### src/rtl/mem_ctrl_pkg.sv
// Shared constants, state encoding and byte helpers for the byte-serial
// memory controller.
package mem_ctrl_pkg;

  // Access size codes carried on mem_len_i (2'b11 behaves as a word)
  localparam logic [1:0] LenByte = 2'b00;
  localparam logic [1:0] LenHalf = 2'b01;
  localparam logic [1:0] LenWord = 2'b10;

  // Width of one RAM data beat
  localparam int RamByteW = 8;

  typedef enum logic [1:0] {
    IDLE   = 2'b00,
    IF_RD  = 2'b01,
    MEM_RD = 2'b10,
    MEM_WR = 2'b11
  } state_e;

  // Number of byte beats for an access size code
  function automatic logic [2:0] len_to_n(input logic [1:0] len);
    case (len)
      LenByte: return 3'd1;
      LenHalf: return 3'd2;
      default: return 3'd4;
    endcase
  endfunction

  // Little-endian byte lane idx of a 32-bit word
  function automatic logic [RamByteW-1:0] byte_sel(input logic [31:0] w,
                                                   input logic [2:0]  idx);
    case (idx)
      3'd0:    return w[7:0];
      3'd1:    return w[15:8];
      3'd2:    return w[23:16];
      3'd3:    return w[31:24];
      default: return 8'h00;
    endcase
  endfunction

endpackage

### src/rtl/mem_ctrl.sv
// Byte-serial RAM port shared between instruction fetch and load/store.
// MEM wins arbitration; a finishing transaction may hand the port straight
// to the other requester at its last edge.
module mem_ctrl
  import mem_ctrl_pkg::*;
#(
  parameter int ADDR_WIDTH = 32
) (
  input  logic                  clk,
  input  logic                  rst,
  input  logic                  if_req_i,
  input  logic [ADDR_WIDTH-1:0] if_addr_i,
  output logic [31:0]           if_data_o,
  output logic                  if_done_o,
  input  logic                  mem_req_i,
  input  logic                  mem_we_i,
  input  logic [1:0]            mem_len_i,
  input  logic [ADDR_WIDTH-1:0] mem_addr_i,
  input  logic [31:0]           mem_wdata_i,
  output logic [31:0]           mem_rdata_o,
  output logic                  mem_done_o,
  output logic                  stallreq_if_o,
  output logic                  stallreq_mem_o,
  output logic [ADDR_WIDTH-1:0] ram_addr_o,
  output logic                  ram_we_o,
  output logic [RamByteW-1:0]   ram_dout_o,
  input  logic [RamByteW-1:0]   ram_din_i
);

  state_e                state_q, state_d;
  logic [2:0]            cnt_q, cnt_d;
  logic [2:0]            len_n_q, len_n_d;
  logic [ADDR_WIDTH-1:0] base_q, base_d;
  logic [31:0]           wdata_q, wdata_d;
  logic [31:0]           acc_q, acc_d;
  logic [ADDR_WIDTH-1:0] ram_addr_q, ram_addr_d;
  logic                  ram_we_q, ram_we_d;
  logic [RamByteW-1:0]   ram_dout_q, ram_dout_d;
  logic                  if_done_q, if_done_d;
  logic                  mem_done_q, mem_done_d;
  logic [31:0]           if_data_q, if_data_d;
  logic [31:0]           mem_rdata_q, mem_rdata_d;

  logic [2:0]            cnt_inc_s;
  logic [ADDR_WIDTH-1:0] next_addr_s;
  logic [31:0]           acc_next_s;
  logic                  finish_s;
  logic                  free_s;
  logic                  take_mem_s;
  logic                  take_if_s;

  // Arbitration: a port is eligible when the FSM is idle or on its last edge,
  // never while its own done is showing and never to restart itself
  always_comb begin
    cnt_inc_s   = cnt_q + 3'd1;
    next_addr_s = base_q + ADDR_WIDTH'(cnt_inc_s);
    case (state_q)
      IF_RD, MEM_RD: finish_s = (cnt_q == len_n_q);
      MEM_WR:        finish_s = (cnt_inc_s == len_n_q);
      default:       finish_s = 1'b0;
    endcase
    free_s     = (state_q == IDLE) | finish_s;
    take_mem_s = free_s & mem_req_i & ~mem_done_q & ~(finish_s & (state_q != IF_RD));
    take_if_s  = free_s & if_req_i & ~if_done_q & ~(finish_s & (state_q == IF_RD))
                 & ~take_mem_s;
  end

  // Place the byte returned for beat cnt_q-1 into the assembly word
  always_comb begin
    acc_next_s = acc_q;
    case (cnt_q)
      3'd1:    acc_next_s[7:0]   = ram_din_i;
      3'd2:    acc_next_s[15:8]  = ram_din_i;
      3'd3:    acc_next_s[23:16] = ram_din_i;
      3'd4:    acc_next_s[31:24] = ram_din_i;
      default: acc_next_s        = acc_q;
    endcase
  end

  // Next-state and next-output logic for the byte sequencer
  always_comb begin
    state_d     = state_q;
    cnt_d       = cnt_q;
    len_n_d     = len_n_q;
    base_d      = base_q;
    wdata_d     = wdata_q;
    acc_d       = acc_q;
    ram_addr_d  = '0;
    ram_we_d    = 1'b0;
    ram_dout_d  = 8'h00;
    if_done_d   = 1'b0;
    mem_done_d  = 1'b0;
    if_data_d   = 32'h0;
    mem_rdata_d = 32'h0;

    case (state_q)
      IF_RD, MEM_RD: begin
        cnt_d = cnt_inc_s;
        acc_d = acc_next_s;
        if (cnt_inc_s < len_n_q) begin
          ram_addr_d = next_addr_s;
        end else begin
          ram_addr_d = '0;
        end
        if (finish_s) begin
          state_d = IDLE;
          if (state_q == IF_RD) begin
            if_done_d = 1'b1;
            if_data_d = acc_next_s;
          end else begin
            mem_done_d  = 1'b1;
            mem_rdata_d = acc_next_s;
          end
        end else begin
          state_d = state_q;
        end
      end
      MEM_WR: begin
        cnt_d = cnt_inc_s;
        if (finish_s) begin
          state_d    = IDLE;
          mem_done_d = 1'b1;
        end else begin
          ram_we_d   = 1'b1;
          ram_addr_d = next_addr_s;
          ram_dout_d = byte_sel(wdata_q, cnt_inc_s);
        end
      end
      default: state_d = IDLE;
    endcase

    if (take_mem_s) begin
      state_d    = mem_we_i ? MEM_WR : MEM_RD;
      cnt_d      = 3'd0;
      len_n_d    = len_to_n(mem_len_i);
      base_d     = mem_addr_i;
      wdata_d    = mem_wdata_i;
      acc_d      = 32'h0;
      ram_addr_d = mem_addr_i;
      ram_we_d   = mem_we_i;
      ram_dout_d = mem_we_i ? mem_wdata_i[7:0] : 8'h00;
    end else if (take_if_s) begin
      state_d    = IF_RD;
      cnt_d      = 3'd0;
      len_n_d    = 3'd4;
      base_d     = if_addr_i;
      wdata_d    = 32'h0;
      acc_d      = 32'h0;
      ram_addr_d = if_addr_i;
      ram_we_d   = 1'b0;
      ram_dout_d = 8'h00;
    end else begin
      ram_we_d   = ram_we_d;
    end
  end

  // State and registered outputs; reset aborts any transaction in flight
  always_ff @(posedge clk) begin
    if (rst) begin
      state_q     <= IDLE;
      cnt_q       <= 3'd0;
      len_n_q     <= 3'd0;
      base_q      <= '0;
      wdata_q     <= 32'h0;
      acc_q       <= 32'h0;
      ram_addr_q  <= '0;
      ram_we_q    <= 1'b0;
      ram_dout_q  <= 8'h00;
      if_done_q   <= 1'b0;
      mem_done_q  <= 1'b0;
      if_data_q   <= 32'h0;
      mem_rdata_q <= 32'h0;
    end else begin
      state_q     <= state_d;
      cnt_q       <= cnt_d;
      len_n_q     <= len_n_d;
      base_q      <= base_d;
      wdata_q     <= wdata_d;
      acc_q       <= acc_d;
      ram_addr_q  <= ram_addr_d;
      ram_we_q    <= ram_we_d;
      ram_dout_q  <= ram_dout_d;
      if_done_q   <= if_done_d;
      mem_done_q  <= mem_done_d;
      if_data_q   <= if_data_d;
      mem_rdata_q <= mem_rdata_d;
    end
  end

  assign if_data_o      = if_data_q;
  assign if_done_o      = if_done_q;
  assign mem_rdata_o    = mem_rdata_q;
  assign mem_done_o     = mem_done_q;
  assign ram_addr_o     = ram_addr_q;
  assign ram_we_o       = ram_we_q;
  assign ram_dout_o     = ram_dout_q;
  assign stallreq_if_o  = if_req_i & ~if_done_q;
  assign stallreq_mem_o = mem_req_i & ~mem_done_q;

endmodule
### config.mk
export PLATFORM = sky130hd
export DESIGN_NAME = mem_ctrl
export DESIGN_NICKNAME = d
export VERILOG_FILES = /design/src/rtl/mem_ctrl_pkg.sv /design/src/rtl/mem_ctrl.sv
export SDC_FILE = /design/constraint.sdc
export NUM_CORES = 1
export LEC_CHECK = 0
export BUFFER_PORTS_ARGS = -buffer_cell sky130_fd_sc_hd__clkbuf_2
export CAP_MARGIN = 25
export CORE_ASPECT_RATIO = 1.2
export CORE_MARGIN = 8
export CORE_UTILIZATION = 54
export DETAILED_ROUTE_END_ITERATION = 8
export PLACE_DENSITY_LB_ADDON = 0.05
export SYNTH_ARGS = -nofsm -noshare
export SYNTH_HDL_FRONTEND = slang
export SYNTH_SLANG_ARGS = --single-unit
export TNS_END_PERCENT = 20
### constraint.sdc
create_clock -name clk -period 3.4 [get_ports clk]
set_input_delay 0.68 -clock clk [delete_from_list [all_inputs] [get_ports clk]]
set_output_delay 0.68 -clock clk [all_outputs]
set_load 0.02 [all_outputs]
==> results of run 1 <==
[through the flow]
stage          utilization  total power (uW)  area [um2]
6_report             0.672              8390       11200
5_1_grt              0.672              8770       11200
4_1_cts              0.671              8400       11200
3_5_place_dp         0.621              5620       10400
3_3_place_gp         0.620              5580       10400
2_1_floorplan            -              4840        9110
[worst max-delay path, stage by stage (launching register included)]
cell and delay [ns]:
dfxtp_1 0.48, ha_1 0.21, ha_1 0.23, inv_1 0.14
ha_1 0.26, nand4_1 0.15, nand2b_1 0.53, a21boi_4 0.11
o21a_1 0.37, buf_4 0.27, a221o_1 0.35
[power breakdown]
group          leakage [uW]  total (uW)  switching (uW)  internal (uW)
sequential          0.00172        3180             314           2860
clock              0.000417        2780            1010           1770
combinational       0.00281        2430            1530            899
total               0.00494        8390            2860           5530
[flip-flops by register name, indices dropped and copies added (netlist names)]
register / cells
cnt_q: 3
if_done_o: 1
ram_dout_o: 8
if_data_o: 32
acc_q: 32
wdata_q: 32
ram_addr_o: 32
base_q: 32
mem_rdata_o: 32
state_q: 2
mem_done_o: 1
len_n_q: 3
ram_we_o: 1
[worst max path at each step]
stage | start | to | cells after the start
global route | cnt_q[0] | base_q[3] | 9
CTS | cnt_q[0] | ram_addr_o[28] | 9
global placement | cnt_q[0] | ram_addr_o[3] | 9
floorplan | cnt_q[0] | ram_addr_o[28] | 11
finish | cnt_q[1] | ram_addr_o[28] | 10
detailed placement | cnt_q[1] | ram_addr_o[28] | 10
[cell type report]
type | count | area [um2] | area share
Clock buffer | 26 | 586 | 0.0522
Clock inverter | 14 | 260 | 0.0232
Inverter | 17 | 63.8 | 0.00568
Multi-Input combinational cell | 650 | 4440 | 0.395
Sequential cell | 211 | 4220 | 0.376
Tap cell | 216 | 270 | 0.0241
Timing Repair Buffer | 254 | 1380 | 0.123
[repair_timing]
| action | CTS | global route |
|---|---|---|
| setup buffers | 0 | 0 |
| gates resized for setup | 0 | 1 |
| hold buffers | 0 | 0 |
| setup endpoints to repair | 0 | 50 |
[logic make-up after synthesis]
logic type / Yosys count / share of synthesized area
adders and majority gates: 19 / 0.0269
AOI/OAI and AO/OA: 292 / 0.240
DFF: 211 / 0.464
muxes: 41 / 0.0451
and+or+nand+nor: 266 / 0.141
buffers and inverters: 107 / 0.0518
xor gates and xnor gates: 32 / 0.0316
[cell usage after synthesis, types with 2 or more instances]
cell      count  area, um2
a211o_1       2       17.5
a211oi_1      7       52.6
a21o_1        2       15.0
a21oi_1      68        340
a21oi_2       2       17.5
a221o_1      31        310
a22o_1       24        210
a22oi_1      17        128
a311oi_1     32        280
a32o_1        8       80.1
and3_1        6       37.5
and4_1        5       43.8
buf_1         9       33.8
buf_2        20        100
buf_6         5       56.3
clkbuf_1     52        195
clkbuf_2      3       15.0
dfxtp_1     211       4220
ha_1         18        225
inv_1        17       63.8
mux2i_1      41        410
nand2_1      55        206
nand2b_1      3       18.8
nand3_1      69        345
nand3b_1      2       15.0
nand4_1      11       68.8
nor2_1       84        315
nor2b_1       5       31.3
nor3_1        6       30.0
nor4_1       11       68.8
o211a_1      26        260
o21ai_0      55        275
o21ai_1       3       15.0
o21ai_2       2       17.5
o32ai_1       3       26.3
or3_1         2       12.5
xnor2_1      13        114
xor2_1       18        158
[layer usage]
| metal | up-vias | routed length (um) | GRT usage | part of all wire |
|---|---|---|---|---|
| met5 | - | 8 | 0 | 0.00029 |
| met3 | 59 | 2130 | 0.0578 | 0.078 |
| met4 | 2 | 767 | 0.101 | 0.028 |
| li1 | 3937 | - | - | - |
| met1 | 3914 | 11300 | 0.295 | 0.41 |
| met2 | 331 | 13100 | 0.420 | 0.48 |
==> results.py, run 1 <==
metrics = {
    "run_status": {
        "status": "completed",
    },
    "synth": {
        "yosysWarnings": 0,
        "synth-edff-count": 0,
        "synth.net_count": 1098,
        "synth_seq_cells": 211,
        "synth_cells": 968,
        "yosys_most_used_dff": "dfxtp_1",
        "ys_types": 58,
        "avgSynthCellArea_um2": 9.41,
        "syn_area_mm2": 0.00911,
        "synth_seq_area_share": 0.464,
        "async_reset_ff_frac": 0,
    },
    "die": {
        "core_mm2": 0.0167,
        "start_util": 0.545,
        "die_width_um": 135,
        "fp-row-count": 52,
        "die_h_um": 158,
        "die-area_mm2": 0.0213,
        "io_pins": 220,
    },
    "timing": {
        "worstMarginPinSlew_ns": 0.809,
        "fin_crit_sh": 0.949,
        "fin_skew_ns": 0.00879,
        "slew_headroom": 0.458,
        "fmax_mhz": 310,
        "totalNegativeSetupSlack_ns": 0,
        "rsz0062_at_grt": "no",
        "min_period_ns": 3.23,
        "finalHoldViolCount": 0,
        "slew_violations": 0,
        "setup_viol": 0,
        "hold_slack_ns": 0.375,
        "fin_ws_ns": 0.172,
    },
    "cells_and_area": {
        "finalNetCount": 1286,
        "area_delta_synth_final_pct": 23.3,
        "drive_gt1_frac": 0.266,
        "mostFrequentLayoutCells": "clkbuf_2, dfxtp_1, nor2_1, nand3_1, a21oi_1",
        "antenna_cells": 0,
        "fill_cells": 1432,
        "fin_cells": 1388,
        "layout_commonest_cell": "clkbuf_2",
    },
    "setup_path": {
        "cp.arrival_ns": 3.63,
        "r2r_end": "ram_addr_o[28]",
        "path_class": "reg2reg",
        "cp_max_fo": 11,
        "cp-start-kind": "flip-flop",
        "reg2reg_depth": 10,
        "cp-end-kind": "flip-flop",
        "r2r_slack_ns": 0.17,
        "timing.rr.start": "cnt_q[1]",
        "cp.required_ns": 3.80,
    },
    "global_routing": {
        "grt_max_degree": 39,
        "antenna_found_initial": 1,
        "grt_pass1_vias": 8286,
        "grt_pass1_wl_mm": 43.0,
        "grt_usage": 0.247,
        "grt_overflow": 0,
    },
    "cts": {
        "root_buffer": "clkbuf_16",
        "cts_htree_levels": 1,
        "numCtsBuffers": 22,
        "cts_sinks": 211,
        "cts_tree": "done",
        "clockBufferDepth": 3,
        "clk_latency_ns": 0.51,
        "clk_pin_slew_ns": 0.06,
    },
    "power_and_ir_drop": {
        "ir_worst_vdd_v": 0.000468,
        "leakage_uw": 0.00494,
        "p_per_area_mw_per_mm2": 747,
    },
    "placed_design": {
        "gp_routability_congestion": 0.873,
        "dp_slack_ns": 0.168,
        "numPortBuffers": 219,
        "dp.cells": 1348,
        "dp_hpwl_mm": 18.6,
    },
    "worst_hold_path": {
        "min_from": "mem_wdata_i[30]",
        "holdPathStages": 2,
        "hp-class": "in2reg",
        "hold_path_end": "wdata_q[30]",
    },
    "drt": {
        "routed-via-count": 8243,
        "first_pass_iters": 5,
        "drt_wl_total_mm": 27.3,
        "antenna_left": 0,
        "drc_errors": 0,
        "drt_iter0_drc": 586,
        "vias_per_cell": 5.94,
        "wl_per_cell_um": 19.6,
    },
    "job": {
        "drv_cap": 0,
    },
}
(Power assumes the default switching activity.)
==> inputs of run 2 (changes only) <==
- ABC_AREA: not set -> 1
- CORE_MARGIN: 8 -> 2
==> results.py, run 2 <==
metrics = {
    "run_status": {
        "status": "completed",
    },
    "placed_design": {
        "postPlaceCellArea_mm2": 0.0104,
        "numPortBuffers": 219,
        "dp_hpwl_mm": 17.3,
        "dp_slack_ns": 0.232,
        "gp_routability_congestion": 0.936,
        "dp.cells": 1591,
    },
    "setup_path": {
        "cp-end-kind": "flip-flop",
        "path_class": "reg2reg",
        "cp.required_ns": 3.75,
        "cp.arrival_ns": 3.51,
        "timing.rr.start": "cnt_q[0]",
        "cp_max_fo": 27,
        "crit_start": "cnt_q[0]",
        "cp-start-kind": "flip-flop",
        "reg2reg_depth": 15,
        "critPathCapture": "state_q[1]",
        "r2r_end": "state_q[1]",
        "r2r_slack_ns": 0.24,
    },
    "synth": {
        "netlist_top_cells_count": "nand2_1, dfxtp_1, nor2_1",
        "async_reset_ff_frac": 0,
        "synth-edff-count": 0,
        "synth_top_area_frac": 0.461,
        "synth.net_count": 1336,
        "synth_seq_cells": 211,
        "synth_seq_area_share": 0.461,
        "yosysTopAreaCell": "dfxtp_1",
        "yosysWarnings": 0,
        "yosys-top-cells-area": "dfxtp_1, nand2_1, nor2_1",
        "ys_types": 39,
        "synth_cells": 1206,
        "yosysMostFrequentCell": "nand2_1",
        "yosys_most_used_dff": "dfxtp_1",
        "avgSynthCellArea_um2": 7.60,
        "syn_area_mm2": 0.00916,
    },
    "drt": {
        "first_pass_iters": 8,
        "antenna_left": 0,
        "routed-via-count": 8592,
        "vias_per_cell": 5.28,
        "drc_errors": 0,
        "wl_per_cell_um": 15.0,
        "drt_wl_total_mm": 24.5,
        "drt_iter0_drc": 510,
    },
    "global_routing": {
        "gr-usage-met2": 0.485,
        "grt_pass1_wl_mm": 39.1,
        "grt_usage": 0.266,
        "use_met1": 0.321,
        "grt_max_degree": 66,
        "grt_use_met3": 0.0256,
        "antenna_found_initial": 0,
        "busiest_layer": "met2",
        "grt_pass1_vias": 8070,
        "grt_overflow": 0,
    },
    "die": {
        "core_mm2": 0.0167,
        "die-area_mm2": 0.0180,
        "io_pins": 220,
        "die_width_um": 123,
        "die_h_um": 147,
        "fp-row-count": 52,
        "start_util": 0.548,
    },
    "cts": {
        "root_buffer": "clkbuf_16",
        "cts_sinks": 211,
        "clk_latency_ns": 0.49,
        "numCtsBuffers": 21,
        "clk_pin_slew_ns": 0.06,
        "cts_htree_levels": 1,
        "cts_tree": "done",
        "clockBufferDepth": 3,
        "postCtsSetupRepairBufs": 0,
    },
    "timing": {
        "worstMarginPinSlew_ns": 0.854,
        "rsz0062_at_grt": "no",
        "setup_viol": 0,
        "slew_headroom": 0.423,
        "fin_crit_sh": 0.929,
        "fin_skew_ns": 0.0174,
        "finalHoldViolCount": 0,
        "min_period_ns": 3.16,
        "fmax_mhz": 317,
        "fin_ws_ns": 0.240,
        "slew_violations": 0,
        "totalNegativeSetupSlack_ns": 0,
    },
    "cells_and_area": {
        "layout_commonest_cell": "nand2_1",
        "mostFrequentLayoutCells": "nand2_1, clkbuf_2, dfxtp_1, nor2_1, inv_1",
        "fin_util": 0.668,
        "finalNetCount": 1530,
        "final_cell_area_mm2": 0.0112,
        "fin_cells": 1628,
        "area_delta_synth_final_pct": 21.9,
        "drive_gt1_frac": 0.225,
        "antenna_cells": 0,
    },
    "power_and_ir_drop": {
        "ir_worst_vdd_v": 0.000468,
        "p_per_area_mw_per_mm2": 761,
        "leakage_uw": 0.00493,
    },
    "job": {
        "drv_cap": 0,
    },
    "worst_hold_path": {
        "hp-class": "in2reg",
    },
}
[run 2: final cells by class]
class | count | area (um2)
Multi-Input combinational cell | 826 | 4280
Inverter | 100 | 375
Clock buffer | 27 | 598
Sequential cell | 211 | 4220
Tap cell | 216 | 270
Timing Repair Buffer | 240 | 1310
Fill cell | 1472 | 5550
Clock inverter | 8 | 119
[run 2: timing repair]
item                                    in CTS  in global routing
hold buffers                                 0                  0
endpoints found under the setup margin       0                 71
resized for setup                            0                  3
[run 2: worst min-delay path by stage]
| stage | to | start | cells past startpoint |
|---|---|---|---|
| floorplan | wdata_q[0] | wdata_q[0] | 2 |
| global placement | wdata_q[2] | wdata_q[2] | 2 |
| detailed placement | wdata_q[7] | wdata_q[7] | 2 |
| CTS | wdata_q[16] | mem_wdata_i[16] | 3 |
| global route | wdata_q[8] | mem_wdata_i[8] | 3 |
| finish | wdata_q[28] | mem_wdata_i[28] | 3 |
[run 2: routing by layer]
metal,part of all wire,routed length [um]
met5,0,0
met4,0.031,746
met3,0.043,1050
met2,0.52,12700
met1,0.41,9970
[run 2: kinds of logic (layout without fill, tap and decap cells)]
family,after synthesis,count (layout),share of synthesized area
multiplexers,4,4,0.00437
buffers and inverters,170,375,0.0755
AO/OA/AOI/OAI,192,192,0.137
AND/OR/NAND/NOR,592,593,0.278
XOR/XNOR,18,18,0.0172
adder cells (fa/ha/maj),19,19,0.0268
flip-flops,211,211,0.461
[run 2: stage by stage]
step | total power (uW) | hold WS (ns)
floorplan | 5320 | 0.440
global placement | 6010 | 0.451
detailed placement | 6060 | 0.456
CTS | 8450 | 0.402
global route | 9030 | 0.421
finish | 8500 | 0.407
[run 2: critical path: stages (launching register included)]
cell	delay (ns)
dfxtp_1	0.36
ha_1	0.22
ha_1	0.38
inv_1	0.11
ha_1	0.31
nand2_1	0.11
nor2_1	0.05
o21bai_4	0.18
nand2_2	0.10
nand2_4	0.09
nand3_4	0.24
buf_16	0.22
inv_2	0.06
buf_4	0.22
a31oi_1	0.28
nor2_1	0.07
[run 2: where the power goes]
group          internal (uW)  switching [uW]  total, uW
sequential              2890             277       3160
combinational            926            2010       2940
clock                   1460             929       2390
